File: src/rtl/btb_pkg.sv
// btb_pkg: counter encodings, allocation preset and tag slice bounds shared by the BTB files
package btb_pkg;
    typedef logic [1:0] ctr_t;
    localparam ctr_t SNT = 2'b00;
    localparam ctr_t WNT = 2'b01;
    localparam ctr_t WT = 2'b10;
    localparam ctr_t ST = 2'b11;
    localparam ctr_t PRESET = ST;
    localparam int TAG_HI = 31;
    localparam int TAG_LO = 2;
    localparam int TAG_W = TAG_HI - TAG_LO + 1;
endpackage

File: src/rtl/btb_entry.sv
// btb_entry: one fully-associative BTB entry (valid/tag/target/2-bit counter) with match ports
// Ports: clk/rst_n; clear invalidates; if_tag/ex_tag -> if_match/ex_match;
//        alloc loads a fresh entry, upd applies a resolved outcome (taken, ex_target);
//        valid/target/cnt expose the stored state.
module btb_entry
    import btb_pkg::*;
#(
    parameter ctr_t PRESET_STATE = PRESET
) (
    input  logic              clk,
    input  logic              rst_n,
    input  logic              clear,
    input  logic [TAG_W-1:0]  if_tag,
    input  logic [TAG_W-1:0]  ex_tag,
    input  logic              alloc,
    input  logic              upd,
    input  logic              taken,
    input  logic [31:0]       ex_target,
    output logic              if_match,
    output logic              ex_match,
    output logic              valid,
    output logic [31:0]       target,
    output ctr_t              cnt
);
    logic [TAG_W-1:0] tag;
    ctr_t cnt_next;
    assign if_match = valid && (tag == if_tag);
    assign ex_match = valid && (tag == ex_tag);
    assign cnt_next = taken ? ((cnt == ST) ? ST : cnt + 2'd1) : ((cnt == SNT) ? SNT : cnt - 2'd1);
    always_ff @(posedge clk or negedge rst_n) begin
        if (!rst_n) begin
            valid <= 1'b0;
            tag <= '0;
            target <= '0;
            cnt <= SNT;
        end else if (clear) begin
            valid <= 1'b0;
        end else if (alloc) begin
            valid <= 1'b1;
            tag <= ex_tag;
            target <= ex_target;
            cnt <= PRESET_STATE;
        end else if (upd) begin
            cnt <= cnt_next;
            if (taken) target <= ex_target;
        end
    end
endmodule

File: src/rtl/btb_alloc_controller.sv
// btb_alloc_controller: fully-associative BTB with lookup, outcome update, victim allocation and redirect
// Ports: CLK/RST_N; IF_PC -> IF_Hit/IF_Target/IF_JumpPredict (same-cycle lookup);
//        EX_* resolved branch info drives update/allocate; Clear invalidates all;
//        Redirect/Redirect_PC request a fetch flush on mispredict.
module btb_alloc_controller
    import btb_pkg::*;
#(
    parameter int   ENTRIES = 8,
    parameter ctr_t PRESET_STATE = PRESET
) (
    input  logic        CLK,
    input  logic        RST_N,
    input  logic [31:0] IF_PC,
    output logic        IF_Hit,
    output logic [31:0] IF_Target,
    output logic        IF_JumpPredict,
    input  logic        EX_Valid,
    input  logic [31:0] EX_PC,
    input  logic [31:0] EX_Target,
    input  logic        EX_Taken,
    input  logic        EX_PredTaken,
    input  logic [31:0] EX_PredTarget,
    input  logic        Clear,
    output logic        Redirect,
    output logic [31:0] Redirect_PC
);
    localparam int IW = $clog2(ENTRIES);
    logic [ENTRIES-1:0] if_match, ex_match, valid, alloc, upd;
    logic [31:0] target [ENTRIES];
    ctr_t cnt [ENTRIES];
    logic [IW-1:0] rr_ptr, victim;
    logic all_valid, alloc_req;
    genvar g;
    generate
        for (g = 0; g < ENTRIES; g++) begin : g_entry
            btb_entry #(.PRESET_STATE(PRESET_STATE)) u_entry (
                .clk(CLK), .rst_n(RST_N), .clear(Clear),
                .if_tag(IF_PC[TAG_HI:TAG_LO]), .ex_tag(EX_PC[TAG_HI:TAG_LO]),
                .alloc(alloc[g]), .upd(upd[g]), .taken(EX_Taken), .ex_target(EX_Target),
                .if_match(if_match[g]), .ex_match(ex_match[g]),
                .valid(valid[g]), .target(target[g]), .cnt(cnt[g])
            );
        end
    endgenerate
    assign all_valid = &valid;
    assign alloc_req = EX_Valid && !Clear && EX_Taken && !(|ex_match);
    assign upd = (EX_Valid && !Clear) ? ex_match : '0;
    always_comb begin
        IF_Hit = |if_match;
        IF_Target = '0;
        IF_JumpPredict = 1'b0;
        victim = rr_ptr;
        alloc = '0;
        for (int i = 0; i < ENTRIES; i++) begin
            IF_Target = IF_Target | (if_match[i] ? target[i] : 32'd0);
            IF_JumpPredict = IF_JumpPredict | (if_match[i] & cnt[i][1]);
        end
        // Descending scan so the lowest-index invalid entry is the last assignment.
        for (int i = ENTRIES - 1; i >= 0; i--)
            if (!valid[i]) victim = IW'(i);
        if (alloc_req) alloc[victim] = 1'b1;
    end
    always_ff @(posedge CLK or negedge RST_N) begin
        if (!RST_N) rr_ptr <= '0;
        else if (Clear) rr_ptr <= '0;
        else if (alloc_req && all_valid) rr_ptr <= rr_ptr + 1'b1;
    end
    assign Redirect = EX_Valid && ((EX_Taken != EX_PredTaken) || (EX_Taken && (EX_PredTarget != EX_Target)));
    assign Redirect_PC = Redirect ? (EX_Taken ? EX_Target : EX_PC + 32'd4) : 32'd0;
endmodule

File: config.mk
export PLATFORM = sky130hd
export DESIGN_NAME = btb_alloc_controller
export DESIGN_NICKNAME = d
export VERILOG_FILES = /design/src/rtl/btb_pkg.sv /design/src/rtl/btb_entry.sv /design/src/rtl/btb_alloc_controller.sv
export SDC_FILE = /design/constraint.sdc
export NUM_CORES = 1
export LEC_CHECK = 0
export BUFFER_PORTS_ARGS = -buffer_cell sky130_fd_sc_hd__buf_4
export CELL_PAD_IN_SITES_DETAIL_PLACEMENT = 1
export CELL_PAD_IN_SITES_GLOBAL_PLACEMENT = 1
export CORE_UTILIZATION = 49
export CTS_CLUSTER_SIZE = 20
export DETAILED_ROUTE_END_ITERATION = 12
export GPL_ROUTABILITY_DRIVEN = 0
export PLACE_DENSITY_LB_ADDON = 0.1
export SETUP_SLACK_MARGIN = 0.15
export SYNTH_ARGS = -nofsm -noshare
export SYNTH_HDL_FRONTEND = slang
export SYNTH_SLANG_ARGS = --single-unit
File: constraint.sdc
create_clock -name CLK -period 4.8 [get_ports CLK]
set_input_delay 0.96 -clock CLK [delete_from_list [all_inputs] [get_ports CLK]]
set_output_delay 0.96 -clock CLK [all_outputs]
set_load 0.01 [all_outputs]
==> results.ini, run 1 <==
[outcome]
status=finished, final reports clean

[route]
drt_iter0_markers=3875
drtPass1Iterations=5
drc_errors=0
vias=34520
drt-total-wl_um=156800
via_per_inst=7.370
wl_per_cell_um=33.47
postRouteAntennaNets=0

[place]
dp_hpwl_um=96580
post-place-ws_ps=357.0
dp_cells=4572
postPlaceCellArea_um2=37210
numPortBuffers=198

[cells_and_area]
synthToLayoutAreaGrowth_pct=12.01
fin_nets=3831
fin_cells=4684
drive_gt1_share_pct=18.10
design_area_um2=39240

[die]
die_w_um=269.4
die_h_um=269.4
start_util_pct=49.77
core_area_um2=70390
io_pins=201
die_area_um2=72570
rows=97

[clock_tree]
cts_inserted_buffers=61
htree_levels=2
cts_root_buf=clkbuf_16
cts_setup_buffers=0
cts_tree=yes
clock_latency_ps=650
clkSlewWorstSetupHoldPaths_ps=60
numClockSinks=523
cts_resized=0
clk_path_buf_depth=3
cts_hold_buf=0

[yosys]
synth_cells=3763
syn_area_um2=35030
ys_types=58
synthTopCellsByArea=dfrtp_1, xnor2_1, mux2_2
ys_warn_count=0
synth.avg_cell_area_um2=9.309
synth.largest_area_cell=dfrtp_1
yosys.area.top_type_share_pct=37.36
syn-num-nets=3899
yosysSeqAreaShare_pct=37.36
synth_edf_count=0
synth_seq_cells=523
synthArstFlopShare_pct=100.0
synth_flop_cell=dfrtp_1

[sta]
fin_crit_sh_pct=94.26
clock-skew-final_ps=18.80
fin_tns_setup_ps=0
holdWs_ps=300.8
rsz0062_at_grt=no
postLayoutSetupSlackWorst_ps=275.7
hold_viol=0
max_freq_mhz=221.0
relSlewSlack_pct=27.84
report.final.slew_viol_count=0
setup_viol=0
period_minus_slack_ps=4524
worst_pin_slew_ps=1082

[grt]
grt_antenna_before_repair=4
grt_usage_pct=42.09
grt.overflow.total=0
grt_pass1_wl_um=232900
grt_pass1_vias=36550
grt_max_degree=141

[run]
drv_cap=0

[critical_path]
crit_type=input port to primary output
worstPathMaxFanout=34
cp-start-kind=input port
critPathCaptureType=primary output
reg2reg_slack_ps=1310
arrival_ps=3560
worst-endpoint-required_ps=3840

[power]
ir_worst_vdd_uv=356.3
p_leak_uw=0.01671
p_per_area_nw_per_um2=300.7

[worst_hold_path]
hp-class=input port to async pin

## report_power, final
group / switching [µW] / total, µW / internal, µW / leakage [µW]
combinational: 1260 / 2050 / 795 / 0.00986
clock: 2060 / 4870 / 2820 / 0.00101
sequential: 256 / 4870 / 4620 / 0.00584
total: 3570 / 11800 / 8230 / 0.0167
## worst max-delay path, cell delays in order
cell,delay (ps)
buf_4,300
xor2_1,120
nor4_1,470
nand4_1,250
nor4_4,390
buf_12,320
a22o_1,190
a221oi_1,50
nand3_1,260
buf_4,180
## kinds of logic (layout without fill, tap and decap cells)
group / Yosys count / in the layout / synth area share, %
fa+ha+maj: 2 / 2 / 0.07142
buf+inv: 741 / 719 / 8.901
xor+xnor: 537 / 537 / 13.43
simple gates: 717 / 717 / 12.11
compound gates: 1002 / 1002 / 20.39
mux: 241 / 241 / 7.743
flops: 523 / 523 / 37.36
other cells: 0 / 3 / 0
## layout by cell type (no fill, tap or decap), drive strengths merged, types with 5 or more instances in the layout
master and count:
a21oi 19, nor4 86, a22oi 66, nand4 324, xor2 207, a22o 33, bufinv 5, a31oi 258
inv 284, nor3 6, clkinv 15, o311ai 256, o22ai 257, nand2 69, a211oi 8, o21a 29
clkbuf 87, mux2 240, nand4b 5, buf 327, nor2b 9, xnor2 330, dfrtp 523, nand3 63
o21ai 38, a221oi 33, or3 68, nand2b 11, nor2 47
## through the flow
step	util [%]	power (µW)
2_1_floorplan	-	6127
3_3_place_gp	52.86	6809
3_5_place_dp	52.86	6919
4_1_cts	55.73	11760
5_1_grt	55.74	12070
6_report	55.74	11800
## sequential cells by signal, summed over array words and instances, names as in the netlist
register,cells
g_entry.u_entry.target,256
g_entry.u_entry.tag,240
g_entry.u_entry.valid,8
rr_ptr,3
g_entry.u_entry.cnt,16
## synthesized netlist by cell type (all sizes together) (66+ instances only)
master / n
a22oi: 66
a31oi: 258
buf: 174
clkbuf: 284
dfrtp: 523
inv: 283
mux2: 240
nand2: 69
nand4: 324
nor4: 86
o22ai: 257
o311ai: 256
or3: 68
xnor2: 330
xor2: 207
## path summary, 6_finish.rpt
check	from	end	cells past startpoint
worst max register to register	g_entry[7].u_entry.tag[10]	g_entry[7].u_entry.target[1]	10
worst max-delay path	IF_PC[17]	IF_Target[28]	10
max in group asynchronous	RST_N	g_entry[0].u_entry.tag[20]	2
worst min-delay path	RST_N	g_entry[4].u_entry.target[26]	1
min in group CLK	g_entry[6].u_entry.target[28]	g_entry[6].u_entry.target[28]	2
worst min register to register	g_entry[6].u_entry.target[28]	g_entry[6].u_entry.target[28]	2
## layer usage
layer  up-vias  track usage, %  part of all wire [%]
met5         -               0                     0
met4         0           31.22                   8.2
met3       706           7.881                   9.3
met2      2055           65.31                    45
met1     17690           52.35                    38
li1      14070               -                     -
## area by class of cell
class / instances / area, µm²
antenna: 3 / 7.507
clock buffer: 87 / 1777
clock inverter: 22 / 245.2
fill: 7703 / 31150
inverter: 283 / 1062
multi-input combinational: 2499 / 18960
sequential: 523 / 13090
tap: 940 / 1176
timing repair buffer: 327 / 2920
Power figures use the tool's default switching activity.
==> inputs of run 2 (changes only) <==
CORE_UTILIZATION = 50   (was 49)
MAX_ROUTING_LAYER = met4   (was unset)
PLACE_DENSITY = 0.82   (was unset)
PLACE_DENSITY_LB_ADDON = unset   (was 0.1)
clock period = 5.5 ns   (was 4.8 ns; I/O delays follow)
==> results.ini, run 2 (same netlist as run 1, synthesis figures left out) <==
[sta]
period_minus_slack_ps=5029
report.final.slew_viol_count=0
fin_crit_sh_pct=91.45
clock-skew-final_ps=43.31
fin_tns_setup_ps=0
holdWs_ps=407.5
worst_pin_slew_ps=1253
setup_viol=0
hold_viol=0
max_freq_mhz=198.8
relSlewSlack_pct=16.47
rsz0062_at_grt=no

[cells_and_area]
final_cell_mix=dfrtp_1, xnor2_1, nand4_1, inv_1, a31oi_1
largest_reg_flops=256
synthToLayoutAreaGrowth_pct=10.58
fin_nets=3780
top_regs=g_entry.u_entry.target: 256 flops, g_entry.u_entry.tag: 240 flops, g_entry.u_entry.cnt: 16 flops
fin_cells=4634
drive_gt1_share_pct=17.15
final_common_cell=dfrtp_1
top_register=g_entry.u_entry.target

[die]
die_h_um=266.7
die_area_um2=71120
io_pins=201
rows=96
core_area_um2=68950
die_w_um=266.7
start_util_pct=50.81

[power]
p_per_area_nw_per_um2=267.4
p_leak_uw=0.01638
ir_worst_vdd_uv=264.0

[route]
vias=34550
drt-total-wl_um=154800
drt_iter0_markers=4180
wl_per_cell_um=33.40
drc_errors=0
via_per_inst=7.457
postRouteAntennaNets=0
drtPass1Iterations=5

[run]
drv_cap=0

[clock_tree]
cts_inserted_buffers=61
clkSlewWorstSetupHoldPaths_ps=60
htree_levels=2
numClockSinks=523
cts_tree=yes
clk_path_buf_depth=3
clock_latency_ps=720
cts_resized=0
cts_setup_buffers=0
cts_root_buf=clkbuf_16
cts_hold_buf=0

[place]
numPortBuffers=198
dp_hpwl_um=91060
dp_cells=4512

[critical_path]
r2r-end=g_entry[7].u_entry.target[1]
worst-endpoint-required_ps=4400
worst_path_max_delay_cell=nor4_1
worstPathBufferInverterCount=3
critPathTopFamily=simple AND/OR/NAND/NOR gates
path_depth=12
worstPathCellList=buf_4 > ha_1 > nand3_1 > nor2_1 > nand2_1 > nor4_1 > buf_4 > nand2_1 > xor2_1 > o21a_1 > nor2_1 > buf_4
reg2reg_from=g_entry[0].u_entry.valid
cpPeakStageDelay_ps=500
r2r_cells=10
cp-start-kind=input port
critPathCaptureType=primary output
arrival_ps=3930
worstPathMaxFanout=19
crit_type=input port to primary output
reg2reg_slack_ps=1410
crit_top_cell=buf_4

[grt]
grt_usage_pct=44.55
grt_antenna_before_repair=7
grt_pass1_vias=35780
grt_max_degree=182
grt.overflow.total=0
grt_pass1_wl_um=231000

[worst_hold_path]
hp-class=input port to async pin

[outcome]
status=finished, final reports clean

## run 2: power breakdown
group	leakage [µW]	total, µW	internal, µW	switching, µW
clock	0.00102	4310	2420	1880
sequential	0.00584	4260	4030	235
combinational	0.00951	1790	671	1120
total	0.0164	10400	7120	3240
## run 2: cell type report
class,instances,area (µm²)
Multi-Input combinational cell,2499,18970
Clock buffer,91,1809
Sequential cell,523,13090
Inverter,283,1062
Fill cell,7686,30210
Tap cell,931,1165
Antenna cell,7,17.52
Clock inverter,24,259.0
Timing Repair Buffer,276,2362
## run 2: worst max-delay path by stage
stage | start | end
after floorplan | IF_PC[31] | IF_Target[11]
after global placement | EX_PC[3] | Redirect_PC[22]
after detailed placement | EX_PC[7] | g_entry[7].u_entry.target[1]
after CTS | EX_PC[3] | Redirect_PC[22]
after global routing | EX_PC[2] | Redirect_PC[22]
final | EX_PC[3] | Redirect_PC[22]
## run 2: routing by layer
layer,GRT usage [%],share of wire (%),routed length [µm]
met5,-,0,0
met4,31.84,7.9,12230
met3,10.92,11,17670
met2,64.97,44,68590
met1,53.86,36,56280
## run 2: per-stage QoR
step	utilization, %	power [µW]	setup WS, ps	area [µm²]
6_report	56.18	10360	470.5	38740
3_5_place_dp	53.15	6002	594.7	36640
3_3_place_gp	53.15	5903	849.6	36640
4_1_cts	56.15	10270	544.9	38710
2_1_floorplan	-	5347	1242	35030
5_1_grt	56.18	10570	453.2	38740
